**config.mk**
```make
export PLATFORM = sky130hd
export DESIGN_NAME = fx_issue_scheduler_flat
export DESIGN_NICKNAME = d
export VERILOG_FILES = /design/src/rtl/fx_issue_scheduler_if.sv /design/src/rtl/fx_issue_scheduler.sv /design/src/flat_wrapper.sv
export SDC_FILE = /design/constraint.sdc
export NUM_CORES = 1
export LEC_CHECK = 0
export CORE_MARGIN = 2
export CORE_UTILIZATION = 57
export CTS_BUF_LIST = sky130_fd_sc_hd__clkbuf_4
export CTS_CLUSTER_DIAMETER = 100
export CTS_CLUSTER_SIZE = 40
export DETAILED_ROUTE_END_ITERATION = 12
export PLACE_DENSITY_LB_ADDON = 0.1
export SLEW_MARGIN = 5
export SYNTH_ARGS = -nofsm -noshare
export SYNTH_HDL_FRONTEND = slang
export SYNTH_SLANG_ARGS = --single-unit
```
**constraint.sdc**
```tcl
create_clock -name clock_i -period 24.5 [get_ports clock_i]
set_input_delay 3.675 -clock clock_i [delete_from_list [all_inputs] [get_ports clock_i]]
set_output_delay 3.675 -clock clock_i [all_outputs]
set_load 0.02 [all_outputs]
```
**src/rtl/fx_issue_scheduler_if.sv**
```systemverilog
// fx_issue_scheduler_if: dispatch, hold/flush, writeback and issue signals of the FX issue scheduler.
//   master: dispatch/FX side. Drives flush, dispatch payload, hold and writeback. Receives ready, issue payload and pendingCount.
//   slave : the scheduler, with the opposite directions.
interface fx_issue_scheduler_if #(
  parameter int regWidth = 5,
  parameter int opcodeWidth = 6,
  parameter int xOpCodeWidth = 10,
  parameter int immWith = 24,
  parameter int formatIndexRange = 5
);
  logic flush_i, dispValid_i, dispReady_o, hold_i, wbEnable_i, issueEnable_o;
  logic dispBit1_i, dispBit2_i, dispDestV_i, dispSrcAV_i, dispSrcBV_i, issueBit1_o, issueBit2_o;
  logic [opcodeWidth-1:0] dispOpCode_i, issueOpCode_o;
  logic [xOpCodeWidth-1:0] dispXOpCode_i, issueXOpCode_o;
  logic [formatIndexRange-1:0] dispFormat_i, issueFormat_o;
  logic [immWith-1:0] dispImm_i, issueImm_o;
  logic [63:0] dispAddr_i, issueAddr_o;
  logic [regWidth-1:0] dispDest_i, dispSrcA_i, dispSrcB_i, wbAddress_i;
  logic [regWidth-1:0] issueDest_o, issueSrcA_o, issueSrcB_o;
  logic [2:0] issueUnitCode_o;
  logic [regWidth:0] pendingCount_o;
  modport master (
    output flush_i, dispValid_i, dispOpCode_i, dispXOpCode_i, dispFormat_i, dispImm_i, dispBit1_i,
           dispBit2_i, dispAddr_i, dispDest_i, dispSrcA_i, dispSrcB_i, dispDestV_i, dispSrcAV_i,
           dispSrcBV_i, hold_i, wbEnable_i, wbAddress_i,
    input  dispReady_o, issueEnable_o, issueUnitCode_o, issueOpCode_o, issueXOpCode_o, issueFormat_o,
           issueImm_o, issueBit1_o, issueBit2_o, issueAddr_o, issueDest_o, issueSrcA_o, issueSrcB_o,
           pendingCount_o
  );
  modport slave (
    input  flush_i, dispValid_i, dispOpCode_i, dispXOpCode_i, dispFormat_i, dispImm_i, dispBit1_i,
           dispBit2_i, dispAddr_i, dispDest_i, dispSrcA_i, dispSrcB_i, dispDestV_i, dispSrcAV_i,
           dispSrcBV_i, hold_i, wbEnable_i, wbAddress_i,
    output dispReady_o, issueEnable_o, issueUnitCode_o, issueOpCode_o, issueXOpCode_o, issueFormat_o,
           issueImm_o, issueBit1_o, issueBit2_o, issueAddr_o, issueDest_o, issueSrcA_o, issueSrcB_o,
           pendingCount_o
  );
endinterface

```
**src/rtl/fx_issue_scheduler.sv**
```systemverilog
// fx_issue_scheduler: in-order FX issue queue with a GPR pending-writeback scoreboard.
//   clock_i : rising-edge clock.
//   reset_i : asynchronous active-low reset.
//   bus     : fx_issue_scheduler_if.slave. Carries the dispatch push, hold/flush, FX reg1 writeback, the registered issue payload and pendingCount.
//   Macro FX_SCHED_WB_BYPASS_EN lets a same-cycle writeback satisfy the issue check.
module fx_issue_scheduler #(
  parameter int QUEUE_DEPTH = 4,
  parameter int regWidth = 5,
  parameter int opcodeWidth = 6,
  parameter int xOpCodeWidth = 10,
  parameter int immWith = 24,
  parameter int formatIndexRange = 5,
  parameter int FXUnitCode = 0
) (
  input logic clock_i,
  input logic reset_i,
  fx_issue_scheduler_if.slave bus
);
  localparam int AW = $clog2(QUEUE_DEPTH);
  localparam int NR = 2 ** regWidth;
  typedef struct packed {
    logic [opcodeWidth-1:0] op;
    logic [xOpCodeWidth-1:0] xop;
    logic [formatIndexRange-1:0] fmt;
    logic [immWith-1:0] imm;
    logic b1, b2;
    logic [63:0] addr;
    logic [regWidth-1:0] d, a, b;
  } pay_t;
  typedef struct packed {
    pay_t p;
    logic dv, av, bv;
  } entry_t;
  entry_t q [QUEUE_DEPTH];
  entry_t din, hd;
  pay_t out;
  logic [AW-1:0] head, tail;
  logic [AW:0] count, count_next;
  logic [NR-1:0] sb, sb_next, pend, wb_mask;
  logic [regWidth:0] pcnt;
  logic push, issue, hazard, ready;
  assign din = {bus.dispOpCode_i, bus.dispXOpCode_i, bus.dispFormat_i, bus.dispImm_i, bus.dispBit1_i,
                bus.dispBit2_i, bus.dispAddr_i, bus.dispDest_i, bus.dispSrcA_i, bus.dispSrcB_i,
                bus.dispDestV_i, bus.dispSrcAV_i, bus.dispSrcBV_i};
  assign hd = q[head];
  assign wb_mask = {NR{bus.wbEnable_i}} & (NR'(1) << bus.wbAddress_i);
`ifdef FX_SCHED_WB_BYPASS_EN
  assign pend = sb & ~wb_mask;
`else
  assign pend = sb;
`endif
  // Dest is checked as well as sources so a younger write never lands before an older one.
  assign hazard = (hd.av & pend[hd.p.a]) | (hd.bv & pend[hd.p.b]) | (hd.dv & pend[hd.p.d]);
  assign push = bus.dispValid_i & ready & ~bus.flush_i;
  assign issue = (|count) & ~bus.hold_i & ~bus.flush_i & ~hazard;
  assign count_next = bus.flush_i ? '0 : count + (AW+1)'(push) - (AW+1)'(issue);
  // Set is applied after clear so a same-edge issue to the writeback register stays pending.
  assign sb_next = (sb & ~wb_mask) | ({NR{issue & hd.dv}} & (NR'(1) << hd.p.d));
  always_comb begin
    pcnt = '0;
    for (int i = 0; i < NR; i++) pcnt = pcnt + (regWidth+1)'(sb[i]);
  end
  assign bus.pendingCount_o = pcnt;
  assign bus.dispReady_o = ready;
  assign {bus.issueOpCode_o, bus.issueXOpCode_o, bus.issueFormat_o, bus.issueImm_o, bus.issueBit1_o,
          bus.issueBit2_o, bus.issueAddr_o, bus.issueDest_o, bus.issueSrcA_o, bus.issueSrcB_o} = out;
  always_ff @(posedge clock_i)
    if (push) q[tail] <= din;
  always_ff @(posedge clock_i or negedge reset_i)
    if (!reset_i) begin
      head <= '0;
      tail <= '0;
      count <= '0;
      sb <= '0;
      ready <= 1'b1;
      out <= '0;
      bus.issueEnable_o <= 1'b0;
      bus.issueUnitCode_o <= '0;
    end else begin
      head <= bus.flush_i ? tail : head + AW'(issue);
      tail <= tail + AW'(push);
      count <= count_next;
      sb <= sb_next;
      ready <= count_next < (AW+1)'(QUEUE_DEPTH);
      out <= issue ? hd.p : out;
      bus.issueEnable_o <= issue;
      bus.issueUnitCode_o <= issue ? 3'(FXUnitCode) : 3'd0;
    end
endmodule

```
**src/flat_wrapper.sv**
```systemverilog
// flat-port wrapper written by rule: the top's interface ports become plain ports
module fx_issue_scheduler_flat 
#(
  parameter int QUEUE_DEPTH = 4,
  parameter int regWidth = 5,
  parameter int opcodeWidth = 6,
  parameter int xOpCodeWidth = 10,
  parameter int immWith = 24,
  parameter int formatIndexRange = 5,
  parameter int FXUnitCode = 0
)
  (clock_i, reset_i, bus_flush_i, bus_dispValid_i, bus_dispOpCode_i, bus_dispXOpCode_i, bus_dispFormat_i, bus_dispImm_i, bus_dispBit1_i, bus_dispBit2_i, bus_dispAddr_i, bus_dispDest_i, bus_dispSrcA_i, bus_dispSrcB_i, bus_dispDestV_i, bus_dispSrcAV_i, bus_dispSrcBV_i, bus_hold_i, bus_wbEnable_i, bus_wbAddress_i, bus_dispReady_o, bus_issueEnable_o, bus_issueUnitCode_o, bus_issueOpCode_o, bus_issueXOpCode_o, bus_issueFormat_o, bus_issueImm_o, bus_issueBit1_o, bus_issueBit2_o, bus_issueAddr_o, bus_issueDest_o, bus_issueSrcA_o, bus_issueSrcB_o, bus_pendingCount_o);
  fx_issue_scheduler_if #(.regWidth(regWidth), .opcodeWidth(opcodeWidth), .xOpCodeWidth(xOpCodeWidth), .immWith(immWith), .formatIndexRange(formatIndexRange)) bus_i ();
  input logic clock_i;
  input logic reset_i;
  input wire logic [$bits(bus_i.flush_i)-1:0] bus_flush_i;
  input wire logic [$bits(bus_i.dispValid_i)-1:0] bus_dispValid_i;
  input wire logic [$bits(bus_i.dispOpCode_i)-1:0] bus_dispOpCode_i;
  input wire logic [$bits(bus_i.dispXOpCode_i)-1:0] bus_dispXOpCode_i;
  input wire logic [$bits(bus_i.dispFormat_i)-1:0] bus_dispFormat_i;
  input wire logic [$bits(bus_i.dispImm_i)-1:0] bus_dispImm_i;
  input wire logic [$bits(bus_i.dispBit1_i)-1:0] bus_dispBit1_i;
  input wire logic [$bits(bus_i.dispBit2_i)-1:0] bus_dispBit2_i;
  input wire logic [$bits(bus_i.dispAddr_i)-1:0] bus_dispAddr_i;
  input wire logic [$bits(bus_i.dispDest_i)-1:0] bus_dispDest_i;
  input wire logic [$bits(bus_i.dispSrcA_i)-1:0] bus_dispSrcA_i;
  input wire logic [$bits(bus_i.dispSrcB_i)-1:0] bus_dispSrcB_i;
  input wire logic [$bits(bus_i.dispDestV_i)-1:0] bus_dispDestV_i;
  input wire logic [$bits(bus_i.dispSrcAV_i)-1:0] bus_dispSrcAV_i;
  input wire logic [$bits(bus_i.dispSrcBV_i)-1:0] bus_dispSrcBV_i;
  input wire logic [$bits(bus_i.hold_i)-1:0] bus_hold_i;
  input wire logic [$bits(bus_i.wbEnable_i)-1:0] bus_wbEnable_i;
  input wire logic [$bits(bus_i.wbAddress_i)-1:0] bus_wbAddress_i;
  output wire logic [$bits(bus_i.dispReady_o)-1:0] bus_dispReady_o;
  output wire logic [$bits(bus_i.issueEnable_o)-1:0] bus_issueEnable_o;
  output wire logic [$bits(bus_i.issueUnitCode_o)-1:0] bus_issueUnitCode_o;
  output wire logic [$bits(bus_i.issueOpCode_o)-1:0] bus_issueOpCode_o;
  output wire logic [$bits(bus_i.issueXOpCode_o)-1:0] bus_issueXOpCode_o;
  output wire logic [$bits(bus_i.issueFormat_o)-1:0] bus_issueFormat_o;
  output wire logic [$bits(bus_i.issueImm_o)-1:0] bus_issueImm_o;
  output wire logic [$bits(bus_i.issueBit1_o)-1:0] bus_issueBit1_o;
  output wire logic [$bits(bus_i.issueBit2_o)-1:0] bus_issueBit2_o;
  output wire logic [$bits(bus_i.issueAddr_o)-1:0] bus_issueAddr_o;
  output wire logic [$bits(bus_i.issueDest_o)-1:0] bus_issueDest_o;
  output wire logic [$bits(bus_i.issueSrcA_o)-1:0] bus_issueSrcA_o;
  output wire logic [$bits(bus_i.issueSrcB_o)-1:0] bus_issueSrcB_o;
  output wire logic [$bits(bus_i.pendingCount_o)-1:0] bus_pendingCount_o;
  assign bus_i.flush_i = bus_flush_i;
  assign bus_i.dispValid_i = bus_dispValid_i;
  assign bus_i.dispOpCode_i = bus_dispOpCode_i;
  assign bus_i.dispXOpCode_i = bus_dispXOpCode_i;
  assign bus_i.dispFormat_i = bus_dispFormat_i;
  assign bus_i.dispImm_i = bus_dispImm_i;
  assign bus_i.dispBit1_i = bus_dispBit1_i;
  assign bus_i.dispBit2_i = bus_dispBit2_i;
  assign bus_i.dispAddr_i = bus_dispAddr_i;
  assign bus_i.dispDest_i = bus_dispDest_i;
  assign bus_i.dispSrcA_i = bus_dispSrcA_i;
  assign bus_i.dispSrcB_i = bus_dispSrcB_i;
  assign bus_i.dispDestV_i = bus_dispDestV_i;
  assign bus_i.dispSrcAV_i = bus_dispSrcAV_i;
  assign bus_i.dispSrcBV_i = bus_dispSrcBV_i;
  assign bus_i.hold_i = bus_hold_i;
  assign bus_i.wbEnable_i = bus_wbEnable_i;
  assign bus_i.wbAddress_i = bus_wbAddress_i;
  assign bus_dispReady_o = bus_i.dispReady_o;
  assign bus_issueEnable_o = bus_i.issueEnable_o;
  assign bus_issueUnitCode_o = bus_i.issueUnitCode_o;
  assign bus_issueOpCode_o = bus_i.issueOpCode_o;
  assign bus_issueXOpCode_o = bus_i.issueXOpCode_o;
  assign bus_issueFormat_o = bus_i.issueFormat_o;
  assign bus_issueImm_o = bus_i.issueImm_o;
  assign bus_issueBit1_o = bus_i.issueBit1_o;
  assign bus_issueBit2_o = bus_i.issueBit2_o;
  assign bus_issueAddr_o = bus_i.issueAddr_o;
  assign bus_issueDest_o = bus_i.issueDest_o;
  assign bus_issueSrcA_o = bus_i.issueSrcA_o;
  assign bus_issueSrcB_o = bus_i.issueSrcB_o;
  assign bus_pendingCount_o = bus_i.pendingCount_o;
  fx_issue_scheduler #(.QUEUE_DEPTH(QUEUE_DEPTH), .regWidth(regWidth), .opcodeWidth(opcodeWidth), .xOpCodeWidth(xOpCodeWidth), .immWith(immWith), .formatIndexRange(formatIndexRange), .FXUnitCode(FXUnitCode)) u_core (.clock_i(clock_i), .reset_i(reset_i), .bus(bus_i));
endmodule
```
==> flow_metrics.tcl <==
set metrics [dict create \
    postCtsResizedCells 0 \
    synth_xor_area_share_pct 0.226 \
    leak_pwr_nw 10.6 \
    root_buffer "clkbuf_4" \
    worstHoldPathType "reg2reg" \
    ys_types 60 \
    route.detailed.wl_per_inst_um 25.4 \
    final_period_minus_worst_setup_slack_ns 10.14 \
    synth_top_family_by_area "multiplexers" \
    regToRegSetupSlack_ns 17.44 \
    finalSetupViolCount 0 \
    synthFlopType "edfxtp_1" \
    post-place-cells 2191 \
    core_region_area_um2 46800 \
    clk_pin_slew_worst_paths_ns 0.37 \
    finalCritPeriodShare_pct 41.4 \
    yosys-top-cells-area "edfxtp_1 (57%), dfrtp_1 (15%), mux4_2 (11%), mux2_2 (3.7%), mux2_4 (2.2%)" \
    mostFrequentLayoutCell "edfxtp_1" \
    std_cell_rows 79 \
    clock-sinks 683 \
    yosysWarningCount 0 \
    first_iter_violations 1002 \
    worst-r2r-cell-count 17 \
    outcome "finished clean" \
    whs_ns 0.547 \
    cts_inserted_buffers 22 \
    globalRouteMet3Util_pct 4.97 \
    fmaxAchievable_mhz 98.6 \
    grt_start_max_net_pins 123 \
    syn_area_um2 27200 \
    io_buffer_count 273 \
    post-synth-top-area-cell "edfxtp_1" \
    synth_simple_gate_area_share_pct 2.08 \
    grt-busiest-layer "met2" \
    die_area_um2 49400 \
    synth_seq_area_share_pct 72.4 \
    wirelength_um 56700 \
    io-pin-count 277 \
    critical_path.reg2reg.endpoint "u_core.count[2]$_DFF_PN0_" \
    synth.mux.area_fraction_pct 18.3 \
    design_power_total_mw 3.47 \
    grt_pass1_wl_um 86500 \
    gr-total-overflow 0 \
    post_dp_cell_area_um2 30400 \
    finClkSkew_ns 0.103 \
    slew_violations 0 \
    critical_path.startpoint_type "flip-flop" \
    holdBufCountCts 0 \
    cp_max_fo 5 \
    synth_compound_area_share_pct 2.37 \
    layout-area-overhead-vs-synth_pct 13.6 \
    antenna_found_initial 11 \
    worst_skew_pair.late_latency_ns 0.92 \
    crit_type "reg2out" \
    synth_async_sr_flop_share_pct 24.5 \
    timing.max_slew.rel_slack_pct 32.5 \
    globalRouteMet1Util_pct 32.9 \
    crit_path_cell_trace "ha_1, inv_1, fa_1, fa_1, fa_1, fa_1, fa_1, fa_1, fa_1, inv_1, fa_1, a21o_1, a21oi_1, xnor2_1, clkdlybuf4s50_1" \
    routed_via_density 5.86 \
    critical_path_required_ns 20.82 \
    post-synth-top-area-fraction_pct 57.0 \
    worst_hold_path.num_cells 1 \
    post-route-drc-count 0 \
    die-width_um 222 \
    worstSetupEndpointType "output pin" \
    die_h_um 222 \
    crit_path_max_incr_delay_ns 0.65 \
    fin_cells 2236 \
    cts.repair_timing.setup_buffer_count 0 \
    final_layout_size_suffix_gt1_share_pct 20.3 \
    hold_violations 0 \
    r2r-start "u_core.head[1]$_DFF_PN0_" \
    cts_max_level 1 \
    hold_path_startpoint "u_core.bus.issueSrcA_o[1]$_DFFE_PN0P_" \
    power_density_nw_per_um2 112 \
    globalRouteTotalUtil_pct 23.3 \
    cpMaxStageDelayCell "clkdlybuf4s50_1" \
    postSynthCellCount 1356 \
    crit_top_cell "fa_1" \
    avgSynthCellArea_um2 20.0 \
    antenna_left 0 \
    worst_slew_pin_slew_ns 1.01 \
    hpwlAfterDp_um 34900 \
    data_arrival_at_the_endpoint_of_the_critical_path_ns 6.47 \
    routabilityCongestion 0.896 \
    max-cap-violations 0 \
    min_delay_worst_endpoint "u_core.bus.issueSrcA_o[1]$_DFFE_PN0P_" \
    drt-pass1-iter-count 5 \
    postLayoutCellArea_um2 30800 \
    fin_setup_tns_ns 0 \
    groute.layer.met2.usage_pct 38.4 \
    total_number_of_vias 13098 \
    cts_tree "yes" \
    layout_common_cells "edfxtp_1 (516), clkdlybuf4s50_1 (272), dfrtp_1 (164)" \
    clk_path_buf_depth 3 \
    initial_utilization_pct 58.1 \
    first_global_vias 13838 \
    synth_adder_area_share_pct 2.40 \
    synth.ff_latch_count 683 \
    rsz0062_at_grt "false" \
    synth_enable_flop_cells 516 \
    vdd.ir_drop.worst_mv 0.0844 \
    filler_cell_count 3194 \
    final_net_count 1785 \
]
-- critical path, delay by kind of cell (launching register included) --
family | cells | cell delay (ns)
xor gates and xnor gates | 1 | 0.14
DFF | 1 | 0.51
buffers and inverters | 3 | 0.80
adders and majority gates | 9 | 3.77
AOI/OAI and AO/OA | 2 | 0.36
-- power breakdown --
group | leakage, nW | switching [mW] | internal, mW
sequential | 6.76 | 0.149 | 1.46
combinational | 3.59 | 0.724 | 0.721
clock | 0.217 | 0.320 | 0.0895
total | 10.6 | 1.19 | 2.28
-- synth_stat cells, types with 9 or more instances --
cell / instances
mux4_2: 133
buf_2: 9
inv_1: 51
ha_1: 12
nand2_1: 47
edfxtp_1: 516
mux2_2: 89
dfrtp_1: 166
nor2_1: 22
nand3b_1: 9
mux2i_1: 37
clkbuf_1: 25
buf_4: 12
o21ai_0: 70
fa_1: 25
mux2_4: 39
-- how the worst max path moves through the flow --
stage | from | end | slack [ns]
floorplan | bus_dispValid_i | u_core.q[1][0]$_DFFE_PP_ | 10.34
detailed placement | u_core.pend[0]$_DFF_PN0_ | bus_pendingCount_o[4] | 15.35
CTS | u_core.pend[0]$_DFF_PN0_ | bus_pendingCount_o[4] | 14.28
global route | u_core.pend[0]$_DFF_PN0_ | bus_pendingCount_o[4] | 14.07
global placement | u_core.pend[0]$_DFF_PN0_ | bus_pendingCount_o[4] | 15.40
finish | u_core.pend[0]$_DFF_PN0_ | bus_pendingCount_o[4] | 14.36
-- layer usage --
metal | wire length [um] | part of all wire [%]
met1 | 24300 | 43
met2 | 28600 | 50
met3 | 2960 | 5.2
met4 | 785 | 1.4
met5 | 103 | 0.18
-- metrics by stage --
stage | setup WS [ns] | util [%]
after floorplan | 10.34 | -
after global placement | 15.40 | 65.1
after detailed placement | 15.35 | 65.1
after CTS | 14.28 | 66.0
after global routing | 14.07 | 66.0
final | 14.36 | 66.0
-- registers in the layout, indices dropped and copies added (netlist names) --
name	cells
u_core.pend	32
u_core.tail	2
u_core.count	3
u_core.head	2
u_core.bus.issueSrcB_o	5
u_core.bus.issueFormat_o	5
u_core.q	516
u_core.bus.issueSrcA_o	5
u_core.bus.issueEnable_o	1
u_core.bus.issueOpCode_o	6
u_core.bus.dispReady_o	1
u_core.bus.issueBit1_o	1
u_core.bus.issueBit2_o	1
u_core.bus.issueAddr_o	64
u_core.bus.issueImm_o	24
u_core.bus.issueXOpCode_o	10
u_core.bus.issueDest_o	5
-- cell families (layout without fill, tap and decap cells) --
kind of cell | Yosys count | after routing
flops | 683 | 683
other cells | 1 | 8
simple gates | 115 | 115
fa+ha+maj | 37 | 37
compound gates | 104 | 104
xor+xnor | 7 | 7
mux | 299 | 299
buf+inv | 110 | 376
-- cell type report --
cell class	count	area, um2	share of cell area [%]
clock inverters	7	145	0.470
well taps	607	759	2.46
inverters	52	200	0.649
diodes	5	12.5	0.0406
multi-input cells	565	6930	22.5
clock buffers	33	248	0.803
repair buffers	284	2870	9.29
flip-flops and latches	683	19700	63.8
Power figures use the tool's default switching activity.
